==> config.mk <==
export PLATFORM = sky130hd
export DESIGN_NAME = multicycle_datapath_flat
export DESIGN_NICKNAME = d
export VERILOG_FILES = /design/src/rtl/mcd_pkg.sv /design/src/rtl/mcd_mem_if.sv /design/src/rtl/mcd_fsm.sv /design/src/rtl/multicycle_datapath.sv /design/src/flat_wrapper.sv
export SDC_FILE = /design/constraint.sdc
export NUM_CORES = 2
export LEC_CHECK = 0
export BUFFER_PORTS_ARGS = -buffer_cell sky130_fd_sc_hd__buf_2
export CELL_PAD_IN_SITES_DETAIL_PLACEMENT = 1
export CELL_PAD_IN_SITES_GLOBAL_PLACEMENT = 1
export CORE_MARGIN = 1
export CORE_UTILIZATION = 48
export DETAILED_ROUTE_END_ITERATION = 12
export GPL_TIMING_DRIVEN = 0
export PLACE_DENSITY_LB_ADDON = 0.1
export SLEW_MARGIN = 20
export SYNTH_ARGS = -nofsm -noshare
export SYNTH_HDL_FRONTEND = slang
export SYNTH_SLANG_ARGS = --single-unit
==> constraint.sdc <==
create_clock -name clk -period 6.4 [get_ports clk]
set_clock_uncertainty 0.15 [all_clocks]
set_input_delay 0.96 -clock clk [delete_from_list [all_inputs] [get_ports clk]]
set_output_delay 0.96 -clock clk [all_outputs]
set_load 0.005 [all_outputs]
==> src/rtl/mcd_pkg.sv <==
// Shared encodings for the multi-cycle datapath: FSM states, operand/branch codes,
// instruction field positions and the ALU control decode.
package mcd_pkg;

  localparam logic [2:0] S_FETCH  = 3'd0;
  localparam logic [2:0] S_DECODE = 3'd1;
  localparam logic [2:0] S_EXEC   = 3'd2;
  localparam logic [2:0] S_MEM    = 3'd3;
  localparam logic [2:0] S_WB     = 3'd4;
  localparam logic [2:0] S_HALT   = 3'd5;

  localparam logic [1:0] SRC_REG = 2'b00;
  localparam logic [1:0] SRC_IMM = 2'b01;
  localparam logic [1:0] SRC_OFF = 2'b10;
  localparam logic [1:0] SRC_SH  = 2'b11;

  localparam logic [2:0] BR_NONE   = 3'd0;
  localparam logic [2:0] BR_ALWAYS = 3'd1;
  localparam logic [2:0] BR_Z      = 3'd2;
  localparam logic [2:0] BR_NZ     = 3'd3;
  localparam logic [2:0] BR_S      = 3'd4;
  localparam logic [2:0] BR_C      = 3'd5;
  localparam logic [2:0] BR_V      = 3'd6;

  localparam int RS_LSB = 21;
  localparam int RT_LSB = 16;

  localparam logic [3:0] ALU_ADD   = 4'd0;
  localparam logic [3:0] ALU_SUB   = 4'd1;
  localparam logic [3:0] ALU_AND   = 4'd2;
  localparam logic [3:0] ALU_OR    = 4'd3;
  localparam logic [3:0] ALU_XOR   = 4'd4;
  localparam logic [3:0] ALU_SLL   = 4'd5;
  localparam logic [3:0] ALU_SRL   = 4'd6;
  localparam logic [3:0] ALU_SRA   = 4'd7;
  localparam logic [3:0] ALU_PASSB = 4'd8;

  typedef struct packed {
    logic z;
    logic c;
    logic v;
    logic s;
  } flags_t;

  // alu_op: 00 add (addresses, addi), 01 sub (compares), 10 R-type from fn[2:0], 11 pass operand 2
  function automatic logic [3:0] alu_ctrl(input logic [1:0] alu_op, input logic [2:0] fn_lo);
    case (alu_op)
      2'b00:   alu_ctrl = ALU_ADD;
      2'b01:   alu_ctrl = ALU_SUB;
      2'b10:   alu_ctrl = {1'b0, fn_lo};
      default: alu_ctrl = ALU_PASSB;
    endcase
  endfunction

endpackage

==> src/rtl/mcd_mem_if.sv <==
// Instruction and data memory ports of the multi-cycle datapath.
// Handshake: a req is held with stable addr/we/wdata until the cycle ready is seen
// alongside it; that cycle completes the access (rdata valid). ready without req is ignored.
interface mcd_mem_if #(
  parameter int PC_W   = 32,
  parameter int DATA_W = 32
);
  logic              imem_req;
  logic [PC_W-1:0]   imem_addr;
  logic [31:0]       imem_rdata;
  logic              imem_ready;
  logic              dmem_req;
  logic              dmem_we;
  logic [DATA_W-1:0] dmem_addr;
  logic [DATA_W-1:0] dmem_wdata;
  logic [DATA_W-1:0] dmem_rdata;
  logic              dmem_ready;

  modport master (
    output imem_req, imem_addr, dmem_req, dmem_we, dmem_addr, dmem_wdata,
    input  imem_rdata, imem_ready, dmem_rdata, dmem_ready
  );

  modport slave (
    input  imem_req, imem_addr, dmem_req, dmem_we, dmem_addr, dmem_wdata,
    output imem_rdata, imem_ready, dmem_rdata, dmem_ready
  );
endinterface

==> src/rtl/mcd_fsm.sv <==
// Sequencer for one instruction at a time: FETCH/DECODE/EXEC/MEM/WB, plus an absorbing HALT.
// Requests, retire and halted are decoded from state and forced low while rst is asserted.
module mcd_fsm import mcd_pkg::*; (
  input  logic       clk,
  input  logic       rst,
  input  logic       pc_at_halt,
  input  logic       imem_ready,
  input  logic       dmem_ready,
  input  logic       mem_access,
  output logic [2:0] state,
  output logic       imem_req,
  output logic       dmem_req,
  output logic       retire,
  output logic       halted
);
  logic [2:0] state_q;
  logic [2:0] state_d;

  always_comb begin
    state_d = state_q;
    case (state_q)
      S_FETCH:  if (pc_at_halt) state_d = S_HALT;
                else if (imem_ready) state_d = S_DECODE;
      S_DECODE: state_d = S_EXEC;
      S_EXEC:   state_d = mem_access ? S_MEM : S_WB;
      S_MEM:    if (dmem_ready) state_d = S_WB;
      S_WB:     state_d = S_FETCH;
      S_HALT:   state_d = S_HALT;
      default:  state_d = S_FETCH;
    endcase
  end

  always_ff @(posedge clk) begin
    if (rst) state_q <= S_FETCH;
    else     state_q <= state_d;
  end

  assign state    = state_q;
  assign imem_req = !rst && (state_q == S_FETCH) && !pc_at_halt;
  assign dmem_req = !rst && (state_q == S_MEM);
  assign retire   = !rst && (state_q == S_WB);
  assign halted   = !rst && (state_q == S_HALT);
endmodule

==> src/rtl/multicycle_datapath.sv <==
// Multi-cycle datapath: latched IR/A/B/ALUout/MDR/flags, register bank, ALU and branch
// target logic, sequenced by mcd_fsm and talking to stallable memories over mcd_mem_if.
module multicycle_datapath import mcd_pkg::*; #(
  parameter int DATA_W  = 32,
  parameter int REG_AW  = 5,
  parameter int PC_W    = 32,
  parameter int HALT_PC = 40
) (
  input  logic            clk,
  input  logic            rst,
  input  logic [1:0]      alu_op,
  input  logic [1:0]      alu_src,
  input  logic            mem_read,
  input  logic            mem_write,
  input  logic            reg_write,
  input  logic            mem_to_reg,
  input  logic [2:0]      branch_cond,
  output logic [5:0]      op,
  output logic [10:0]     fn,
  mcd_mem_if.master       mem,
  output logic [PC_W-1:0] pc,
  output logic            halted,
  output logic            retire,
  output logic [2:0]      state_dbg
);
  localparam int MSB = DATA_W - 1;

  logic [31:0]       ir;
  logic [DATA_W-1:0] a, b, alu_out, mdr;
  flags_t            flags;
  logic [DATA_W-1:0] regs [2**REG_AW];

  logic [2:0]        state;
  logic [REG_AW-1:0] rs, rt, wa;
  logic [DATA_W-1:0] src2, alu_r, wd;
  logic [DATA_W:0]   sum_x;
  logic [3:0]        alu_fn;
  flags_t            alu_flags;
  logic              taken;
  logic [PC_W-1:0]   pc_plus4, br_target, jmp_target, pc_next;

  mcd_fsm u_fsm (
    .clk        (clk),
    .rst        (rst),
    .pc_at_halt (pc >= PC_W'(HALT_PC)),
    .imem_ready (mem.imem_ready),
    .dmem_ready (mem.dmem_ready),
    .mem_access (mem_read | mem_write),
    .state      (state),
    .imem_req   (mem.imem_req),
    .dmem_req   (mem.dmem_req),
    .retire     (retire),
    .halted     (halted)
  );

  assign state_dbg      = state;
  assign op             = ir[31:26];
  assign fn             = ir[10:0];
  assign rs             = ir[RS_LSB +: REG_AW];
  assign rt             = ir[RT_LSB +: REG_AW];
  assign mem.imem_addr  = pc;
  assign mem.dmem_addr  = alu_out;
  assign mem.dmem_wdata = b;
  assign mem.dmem_we    = mem.dmem_req & mem_write;

  always_comb begin
    case (alu_src)
      SRC_REG: src2 = b;
      SRC_IMM: src2 = DATA_W'($signed(ir[20:0]));
      SRC_OFF: src2 = DATA_W'($signed(ir[15:0]));
      default: src2 = DATA_W'(ir[15:11]);
    endcase
  end

  assign alu_fn = alu_ctrl(alu_op, ir[2:0]);

  always_comb begin
    alu_r       = '0;
    sum_x       = '0;
    alu_flags   = '0;
    case (alu_fn)
      ALU_ADD: begin
        sum_x       = {1'b0, a} + {1'b0, src2};
        alu_r       = sum_x[MSB:0];
        alu_flags.c = sum_x[DATA_W];
        alu_flags.v = (a[MSB] == src2[MSB]) && (alu_r[MSB] != a[MSB]);
      end
      ALU_SUB: begin
        // carry is "no borrow": a + ~b + 1
        sum_x       = {1'b0, a} + {1'b0, ~src2} + (DATA_W+1)'(1);
        alu_r       = sum_x[MSB:0];
        alu_flags.c = sum_x[DATA_W];
        alu_flags.v = (a[MSB] != src2[MSB]) && (alu_r[MSB] != a[MSB]);
      end
      ALU_AND: alu_r = a & src2;
      ALU_OR:  alu_r = a | src2;
      ALU_XOR: alu_r = a ^ src2;
      ALU_SLL: alu_r = a << src2[4:0];
      ALU_SRL: alu_r = a >> src2[4:0];
      ALU_SRA: alu_r = DATA_W'($signed(a) >>> src2[4:0]);
      default: alu_r = src2;
    endcase
    alu_flags.z = (alu_r == '0);
    alu_flags.s = alu_r[MSB];
  end

  // Branch and jump displacements are word counts, hence the appended 2'b00.
  assign pc_plus4   = pc + PC_W'(4);
  assign br_target  = pc_plus4 + PC_W'($signed({ir[15:0], 2'b00}));
  assign jmp_target = pc_plus4 + PC_W'($signed({ir[25:0], 2'b00}));

  always_comb begin
    case (branch_cond)
      BR_NONE:   taken = 1'b0;
      BR_ALWAYS: taken = 1'b1;
      BR_Z:      taken = flags.z;
      BR_NZ:     taken = !flags.z;
      BR_S:      taken = flags.s;
      BR_C:      taken = flags.c;
      BR_V:      taken = flags.v;
      default:   taken = 1'b0;
    endcase
    if (!taken)                         pc_next = pc_plus4;
    else if (branch_cond == BR_ALWAYS)  pc_next = jmp_target;
    else                                pc_next = br_target;
  end

  assign wa = mem_read ? rt : rs;
  assign wd = mem_to_reg ? mdr : alu_out;

  always_ff @(posedge clk) begin
    if (rst) begin
      pc      <= '0;
      ir      <= '0;
      a       <= '0;
      b       <= '0;
      alu_out <= '0;
      mdr     <= '0;
      flags   <= '0;
    end else begin
      case (state)
        S_FETCH:  if (mem.imem_req && mem.imem_ready) ir <= mem.imem_rdata;
        S_DECODE: begin
          a <= regs[rs];
          b <= regs[rt];
        end
        S_EXEC: begin
          alu_out <= alu_r;
          flags   <= alu_flags;
        end
        S_MEM:    if (mem.dmem_ready && mem_read) mdr <= mem.dmem_rdata;
        S_WB:     pc <= pc_next;
        default:  ;
      endcase
    end
  end

  // Register contents survive reset; only a completed WB writes them.
  always_ff @(posedge clk) begin
    if (!rst && state == S_WB && reg_write) regs[wa] <= wd;
  end
endmodule
==> src/flat_wrapper.sv <==
// flat-port wrapper written by rule: the top's interface ports become plain ports
module multicycle_datapath_flat import mcd_pkg::*;
#(
  parameter int DATA_W  = 32,
  parameter int REG_AW  = 5,
  parameter int PC_W    = 32,
  parameter int HALT_PC = 40
)
  (clk, rst, alu_op, alu_src, mem_read, mem_write, reg_write, mem_to_reg, branch_cond, op, fn, pc, halted, retire, state_dbg, mem_imem_req, mem_imem_addr, mem_dmem_req, mem_dmem_we, mem_dmem_addr, mem_dmem_wdata, mem_imem_rdata, mem_imem_ready, mem_dmem_rdata, mem_dmem_ready);
  mcd_mem_if #(.PC_W(PC_W), .DATA_W(DATA_W)) mem_i ();
  input  logic clk;
  input  logic rst;
  input  logic [1:0] alu_op;
  input  logic [1:0] alu_src;
  input  logic mem_read;
  input  logic mem_write;
  input  logic reg_write;
  input  logic mem_to_reg;
  input  logic [2:0] branch_cond;
  output logic [5:0] op;
  output logic [10:0] fn;
  output logic [PC_W-1:0] pc;
  output logic halted;
  output logic retire;
  output logic [2:0] state_dbg;
  output wire logic [$bits(mem_i.imem_req)-1:0] mem_imem_req;
  output wire logic [$bits(mem_i.imem_addr)-1:0] mem_imem_addr;
  output wire logic [$bits(mem_i.dmem_req)-1:0] mem_dmem_req;
  output wire logic [$bits(mem_i.dmem_we)-1:0] mem_dmem_we;
  output wire logic [$bits(mem_i.dmem_addr)-1:0] mem_dmem_addr;
  output wire logic [$bits(mem_i.dmem_wdata)-1:0] mem_dmem_wdata;
  input wire logic [$bits(mem_i.imem_rdata)-1:0] mem_imem_rdata;
  input wire logic [$bits(mem_i.imem_ready)-1:0] mem_imem_ready;
  input wire logic [$bits(mem_i.dmem_rdata)-1:0] mem_dmem_rdata;
  input wire logic [$bits(mem_i.dmem_ready)-1:0] mem_dmem_ready;
  assign mem_imem_req = mem_i.imem_req;
  assign mem_imem_addr = mem_i.imem_addr;
  assign mem_dmem_req = mem_i.dmem_req;
  assign mem_dmem_we = mem_i.dmem_we;
  assign mem_dmem_addr = mem_i.dmem_addr;
  assign mem_dmem_wdata = mem_i.dmem_wdata;
  assign mem_i.imem_rdata = mem_imem_rdata;
  assign mem_i.imem_ready = mem_imem_ready;
  assign mem_i.dmem_rdata = mem_dmem_rdata;
  assign mem_i.dmem_ready = mem_dmem_ready;
  multicycle_datapath #(.DATA_W(DATA_W), .REG_AW(REG_AW), .PC_W(PC_W), .HALT_PC(HALT_PC)) u_core (.clk(clk), .rst(rst), .alu_op(alu_op), .alu_src(alu_src), .mem_read(mem_read), .mem_write(mem_write), .reg_write(reg_write), .mem_to_reg(mem_to_reg), .branch_cond(branch_cond), .op(op), .fn(fn), .mem(mem_i), .pc(pc), .halted(halted), .retire(retire), .state_dbg(state_dbg));
endmodule
### Word-level counts from Yosys, hierarchy flattened

Memory sizes are Yosys's and may differ from the RTL's. A register that Yosys moved wholly into a read port is not among the register bits.
Cells that the tools add are included.

| operators by class | value |
|---|---|
| bitwise logic cells | 6 |
| shift-type cells | 3 |
| reductions and logical operators | 21 |
| equality and inequality tests | 28 |
| add/sub/neg operators | 6 |
| multiplexer cells | 16 |
| multipliers | 0 |
| magnitude comparators | 1 |
| divide/modulo/power cells | 0 |

Operator list:

| kind | count |
|---|---|
| 32-bit one-hot mux with 8 select lines | 1 |
| 32-bit 2-to-1 mux | 3 |
| 32-bit one-hot mux with 3 select lines | 1 |
| 32-bit by 32-bit adder with 33-bit output | 2 |
| 32-bit adder | 2 |
| 33-bit by 1-bit adder with 33-bit output, second input constant | 1 |
| 32-bit by 3-bit adder with 32-bit output, second input constant | 1 |
| 32-bit AND | 1 |
| 32-bit by 6-bit >= comparator with 1-bit output, second input constant | 1 |
| 32-bit logical NOT | 1 |
| 32-bit NOT | 1 |
| 32-bit bitwise OR | 1 |
| 32-bit by 5-bit << shifter with 32-bit output | 1 |
| 32-bit by 5-bit >> shifter with 32-bit output | 1 |
| 32-bit by 5-bit >>> shifter with 32-bit output | 1 |
| 32-bit XOR | 1 |
| 4-bit by 3-bit == test with 1-bit output, second input constant | 4 |
| 3-bit == test, second input constant | 5 |
| 3-bit one-hot mux with 5 select lines | 1 |
| 3-bit by 2-bit == test with 1-bit output, second input constant | 4 |
| 3-bit 2-to-1 mux | 4 |
| 4-bit one-hot mux with 3 select lines | 1 |
| 1-bit logical AND | 10 |
| 4-bit by 2-bit == test with 1-bit output, second input constant | 2 |
| 19 further kinds | 30 |

| storage, ports and cells | value |
|---|---|
| memory bits (writable) | 1024 |
| input port bits | 79 |
| memory bits (read-only) | 0 |
| bits in registers | 135 |
| latch bits | 0 |
| word-level logic and storage cells | 91 |
| memories | 1 |

Memories:

| name | depth | width | rd ports | clocked after memory_dff | write ports | line | source |
|---|---|---|---|---|---|---|---|
| u_core.regs | 32 | 32 | 2 | 2 | 1 | multicycle_datapath.sv:31 | `logic [DATA_W-1:0] regs [2**REG_AW];` |

### Longest topological paths before layout

| logic depth | value |
|---|---|
| word-level depth | 8 |
| mapped depth | 24 |
| mapped depth without buffers | 20 |

### By module

A second synthesis with hierarchy kept.

| second synthesis, totals | value |
|---|---|
| cell total of the unflattened synthesis | 4827 |
| area, all modules | 67200.7 um^2 |

Modules (own cells, without submodules):

| module | area each (um^2) | cells an instance | times used | seq. area each (um^2) |
|---|---|---|---|---|
| multicycle_datapath | 66936.7 | 4798 | 1 | 34613.2 |
| mcd_fsm | 264.0 | 29 | 1 | 60.1 |

### Worst setup path after synthesis

Ideal clock, no wire load.

| timing | value |
|---|---|
| path type | input-to-reg |
| start point | input port alu_src[0] |
| end point | register u_core.flags[3] in the netlist's numbering |
| path buffers | 6 |
| cell stages on the path | 22 |
| data arrival time | 5.972 ns |
| slack | 0.209 ns |
| required time | 6.181 ns |
| library setup time | 0.069 ns |
| cell sequence | buf_4 -> buf_1 -> mux2_2 -> inv_1 -> clkbuf_1 -> buf_2 -> buf_2 -> buf_1 -> ha_1 -> nand2_1 -> o31ai_1 -> o31ai_1 -> o311ai_0 -> nand2_1 -> o31ai_1 -> or3b_2 -> a31o_2 -> nand2_1 -> nand3b_1 -> nor4_1 -> o2111ai_1 -> o21ai_1 |

| on the way | value |
|---|---|
| cells in the longest elaborated chain, start to end | 7 |

Ends and longest elaborated chain:

| what | line | source |
|---|---|---|
| start: declaration | flat_wrapper.sv:14 | `input logic [1:0] alu_src;` |
| 2-bit == test, or another cell as far along | multicycle_datapath.sv:67 | `case (alu_src)` |
| 32-bit one-hot mux with 3 select lines (*) | multicycle_datapath.sv:67 |  |
| 32-bit NOT | multicycle_datapath.sv:90 | `sum_x = {1'b0, a} + {1'b0, ~src2} + (DATA_W+1)'(1);` |
| 32-bit by 32-bit adder with 33-bit output | multicycle_datapath.sv:90 |  |
| 33-bit by 1-bit adder with 33-bit output | multicycle_datapath.sv:90 |  |
| 32-bit one-hot mux with 8 select lines (*) | multicycle_datapath.sv:81 | `case (alu_fn)` |
| 32-bit logical NOT (*) | multicycle_datapath.sv:103 | `alu_flags.z = (alu_r == '0);` |
| end signal: assignment | multicycle_datapath.sv:149 | `flags <= alu_flags;` |
| end: declaration | multicycle_datapath.sv:30 | `flags_t flags;` |

Every way passes the cells marked *; elsewhere a longest branch is shown, timed or not.
A chain may end at the register's enable or synchronous reset.

### Final worst setup path

| timing | value |
|---|---|
| start point | input port alu_src[1] |
| end point | register u_core.flags[3] in the netlist's numbering |

Same word-level chain as after synthesis.

==> metrics.yaml <==
outcome:
  status: "finished, violations left"
  failed_checks: "negative setup slack"
critical_path:
  critPathMaxStageDelay_ns: 0.51
  timing.critical_path.required_ns: 6.91
  timing.critical_path.buf_inv: 6
  setup.worst_path.class: "input pin to flip-flop"
  critPathSlowestCell: "sky130_fd_sc_hd__o21ai_0"
  timing.critical_path.from: "alu_src[1]"
  cp_top_family: "compound AO/OA/AOI/OAI gates"
  endpoint_kind: "flip-flop"
  maximum_fanout_along_the_worst_path: 10
  worstSetupStartpointType: "input pin"
  regToRegSetupSlack_ns: -0.18
  crit-reg2reg-launch: "u_core.ir[12]"
  critical_path.cell_chain: "buf_6 -> buf_6 -> mux2i_1 -> mux2_4 -> clkinvlp_4 -> buf_6 -> buf_6 -> buf_6 -> ha_1 -> or2_2 -> nor2_1 -> a32oi_1 -> o21a_1 -> a21oi_2 -> a221oi_4 -> o21ai_0 -> a221oi_1 -> xnor2_1 -> o221ai_1 -> a221oi_1 -> o2111ai_1 -> o21ai_4"
  worst_path_most_repeated_cell: "sky130_fd_sc_hd__buf_6"
  cp.arrival_ns: 7.10
synth:
  synth.avg_cell_area_um2: 14.0
  synthesis.instances: 4776
  synth_warn: 0
  synth_sequential_area_ratio_pct: 51.9
  number_of_synthesized_flops_with_an_enable_pin: 1024
  mappedNetlistArea_mm2: 0.0669
  asyncSetResetFlopFracSynth_pct: 0
  synthFlopType: "sky130_fd_sc_hd__edfxtp_1"
  synthDistinctLibCells: 97
  yosys_register_bits: 1220
sta:
  total_count_of_max_transition_violations_in_the_final_report: 0
  setup_viol: 2
  period_minus_slack_ns: 6.59
  period_share_pct: 103
  timing_worst_slew_pin_value_ns: 1.30
  timing.hold.ws_ns: 0.236
  max_freq_ghz: 0.152
  finalHoldViolCount: 0
  unrepaired_setup_endpoints_after_global_routing: "yes"
  slew_headroom_pct: 13.2
  setup_ws_ns: -0.192
power_and_ir_drop:
  power.share.sequential_pct: 36.1
  power.static_leakage_uw: 0.0246
  switchingPower_uw: 10400
  switching_share_pct: 38.8
  p_clk_share_pct: 29.7
  internal_power_uw: 16400
  cellPowerDensity_mw_per_mm2: 348
  power.share.combinational_pct: 34.2
  peakVddDrop_v: 0.000307
  design_power_total_uw: 26800
global_routing:
  overflow: 0
  globalRouteTotalUtil_pct: 43.9
  grt_antenna_before_repair: 16
  number_of_global_route_vias_before_repair: 52397
  pin_count_of_the_biggest_net_entering_global_routing: 33
  grt_pass1_wl_mm: 425
routing:
  remaining_drc_errors: 0
  drt_iter0_markers: 7317
  highest_layer: "met5"
  detailedRoute.firstPassIterationCount: 6
  routed_wirelength_mm: 311
  route.vias.total: 51738
  drt.antenna.violating_nets: 0
  avgRoutedWirePerCell_um: 43.6
  detail_route.vias_per_cell: 7.27
  met3WireLength_mm: 31.1
  routed_met1_length_mm: 108
  met2WireLength_mm: 147
die:
  die_area_mm2: 0.141
  placeableCoreArea_mm2: 0.138
  top_level_i_o_count: 232
  fp.dieH_um: 375
  floorplan.initialDensity_pct: 48.5
  rows: 136
  horizontal_die_dimension_um: 375
clocking:
  clock_latency_ns: 0.81
  cts-htree-levels: 4
  clock_sinks: 1220
  numCtsBuffers: 134
  cts_tree: "yes"
  ctsLongestPathBuffers: 3
  clk_pin_slew_ns: 0.07
  cts.root.buffer_cell: "sky130_fd_sc_hd__clkbuf_16"
hold_path:
  worst_hold_startpoint: "mem_dmem_rdata[15]"
  hp-class: "input pin to flip-flop"
final_layout:
  layout-drive-gt1-share_pct: 27.8
  area_delta_synth_final_pct: 15.2
  fillerInstances: 13276
  nNetsFinal: 5423
  finish.utilization_pct: 55.9
  finalInstanceArea_mm2: 0.0770
placed_design:
  placement.cell_area_mm2: 0.0719
  port-buffer-count: 225
  gp_routability_congestion: 1.07
  place_hpwl_mm: 228
flow_run:
  drv.max_cap_violation_count: 0
-- final timing paths --
check / endpoint / cells past startpoint
setup reg to reg: u_core.flags[3] / 22
hold / removal: u_core.mdr[15] / 3
hold reg to reg: u_core.mdr[7] / 2
setup / recovery: u_core.flags[3] / 22
-- metrics by stage --
step,setup slack [ns],instances,setup TNS (ns)
6_report,-0.192,7118,-0.232
5_1_grt,-0.200,7113,-0.200
4_1_cts,0.00838,7111,0
3_5_place_dp,-4.47,6857,-73.30
3_3_place_gp,-4.97,6798,-789.17
2_1_floorplan,0.209,4779,0
-- metal layers --
layer,vias to the layer above,global-route usage (%)
met5,-,0
met4,10,28.7
met3,1112,9.17
met2,3992,71.2
met1,26582,53.5
li1,20042,-
-- power by group through the flow --
| stage | Clock, uW | Sequential [uW] | Combinational (uW) |
|---|---|---|---|
| 2_1_floorplan | 0 | 9370 | 4950 |
| 3_3_place_gp | 0 | 9770 | 8250 |
| 3_5_place_dp | 0 | 9780 | 8360 |
| 4_1_cts | 7950 | 9620 | 8800 |
| 5_1_grt | 8200 | 9650 | 9440 |
| 6_report | 7950 | 9670 | 9170 |
-- sequential cells by signal (all words and copies together) (netlist names) --
register / count
u_core.mem.dmem_wdata: 32
u_core.a: 32
u_core.mdr: 32
u_core.u_fsm.state: 3
u_core.mem.dmem_addr: 32
u_core.mem.imem_addr: 30
u_core.ir: 32
u_core.regs: 1024
u_core.flags: 3
-- final cells by class --
| class | count | area (um2) | area share (%) |
|---|---|---|---|
| flip-flops and latches | 1220 | 34700 | 45.0 |
| multi-input cells | 3028 | 30700 | 39.8 |
| clock buffers | 171 | 3600 | 4.67 |
| repair buffers | 304 | 2590 | 3.36 |
| well taps | 1794 | 2240 | 2.91 |
| plain buffers | 411 | 2010 | 2.61 |
| clock inverters | 71 | 786 | 1.02 |
| inverters | 112 | 434 | 0.564 |
| diodes | 7 | 17.5 | 0.0227 |
-- synth_stat cells (9+ instances only) --
cell / n / share of area [%]
sky130_fd_sc_hd__o2111ai_1: 19 / 0.25
sky130_fd_sc_hd__a221oi_1: 25 / 0.33
sky130_fd_sc_hd__a21oi_1: 267 / 2.0
sky130_fd_sc_hd__and2_1: 15 / 0.14
sky130_fd_sc_hd__nor3_1: 63 / 0.47
sky130_fd_sc_hd__clkbuf_1: 271 / 1.5
sky130_fd_sc_hd__nor3b_1: 14 / 0.16
sky130_fd_sc_hd__o31ai_1: 20 / 0.22
sky130_fd_sc_hd__nand2_1: 387 / 2.2
sky130_fd_sc_hd__nand3b_1: 17 / 0.19
sky130_fd_sc_hd__a21boi_0: 15 / 0.17
sky130_fd_sc_hd__inv_1: 107 / 0.60
sky130_fd_sc_hd__o21bai_1: 21 / 0.24
sky130_fd_sc_hd__xnor2_1: 50 / 0.65
sky130_fd_sc_hd__nand2b_1: 24 / 0.22
sky130_fd_sc_hd__buf_4: 53 / 0.60
sky130_fd_sc_hd__a311oi_1: 18 / 0.24
sky130_fd_sc_hd__nand3_1: 73 / 0.55
sky130_fd_sc_hd__mux2_2: 52 / 0.88
sky130_fd_sc_hd__nor2_1: 318 / 1.8
sky130_fd_sc_hd__nand4_1: 17 / 0.16
sky130_fd_sc_hd__o22ai_1: 23 / 0.22
sky130_fd_sc_hd__nor4_1: 21 / 0.20
sky130_fd_sc_hd__a211oi_1: 100 / 1.1
sky130_fd_sc_hd__nor2b_1: 16 / 0.15
sky130_fd_sc_hd__edfxtp_1: 1024 / 46
sky130_fd_sc_hd__mux4_2: 640 / 22
sky130_fd_sc_hd__and3_1: 13 / 0.12
sky130_fd_sc_hd__xor2_1: 24 / 0.31
sky130_fd_sc_hd__o21a_1: 12 / 0.13
sky130_fd_sc_hd__o311ai_0: 9 / 0.12
sky130_fd_sc_hd__a22oi_1: 26 / 0.29
sky130_fd_sc_hd__ha_1: 131 / 2.5
sky130_fd_sc_hd__o211ai_1: 35 / 0.39
sky130_fd_sc_hd__o21ai_0: 134 / 1.0
sky130_fd_sc_hd__a21o_1: 29 / 0.33
sky130_fd_sc_hd__mux2i_1: 178 / 2.7
sky130_fd_sc_hd__or3_1: 15 / 0.14
sky130_fd_sc_hd__buf_1: 70 / 0.39
sky130_fd_sc_hd__buf_2: 20 / 0.15
sky130_fd_sc_hd__a32oi_1: 18 / 0.24
sky130_fd_sc_hd__a31oi_1: 27 / 0.25
sky130_fd_sc_hd__dfxtp_1: 196 / 5.9
sky130_fd_sc_hd__o221ai_1: 19 / 0.25
-- cell families (layout without fill, tap and decap cells) --
kind of cell    after synthesis  in the layout  share of synthesized area [%]
fa+ha+maj                   133            133                           2.51
mux                         873            873                           25.2
buf+inv                     531           1069                           3.38
compound gates              920            920                           9.24
simple gates               1023           1023                           6.82
xor+xnor                     75             75                           1.01
flops                      1220           1220                           51.9
other cells                   1             11                        0.00561
-- cell usage in the layout (no fill, tap or decap), types with 28 or more instances in the layout --
cell type,instances
sky130_fd_sc_hd__o211ai_1,35
sky130_fd_sc_hd__a21o_1,29
sky130_fd_sc_hd__nor2_4,32
sky130_fd_sc_hd__ha_1,128
sky130_fd_sc_hd__inv_1,105
sky130_fd_sc_hd__o21ai_0,130
sky130_fd_sc_hd__nor2_1,284
sky130_fd_sc_hd__dfxtp_1,189
sky130_fd_sc_hd__nand3_1,73
sky130_fd_sc_hd__a21oi_1,263
sky130_fd_sc_hd__nor3_1,59
sky130_fd_sc_hd__buf_2,251
sky130_fd_sc_hd__buf_1,41
sky130_fd_sc_hd__a211oi_1,97
sky130_fd_sc_hd__nand2_1,387
sky130_fd_sc_hd__xnor2_1,50
sky130_fd_sc_hd__buf_16,28
sky130_fd_sc_hd__edfxtp_1,1024
sky130_fd_sc_hd__clkbuf_1,241
sky130_fd_sc_hd__clkbuf_16,137
sky130_fd_sc_hd__mux4_2,640
sky130_fd_sc_hd__buf_4,80
sky130_fd_sc_hd__mux2i_1,176
sky130_fd_sc_hd__mux2_2,50
sky130_fd_sc_hd__clkbuf_2,54
-- tightest hold or removal path: stages --
cell	delay, ns
sky130_fd_sc_hd__buf_2	0.09
sky130_fd_sc_hd__nand2_1	0.05
sky130_fd_sc_hd__a21oi_1	0.05
-- timing repair --
action / in CTS / in global routing
setup endpoints to repair: 32 / 5
hold buffers: 0 / 0
gates resized for setup: 128 / 8
buffers inserted: 19 / 0
pin swaps: 19 / 2
No activity file was read; power rests on OpenSTA's default activity.
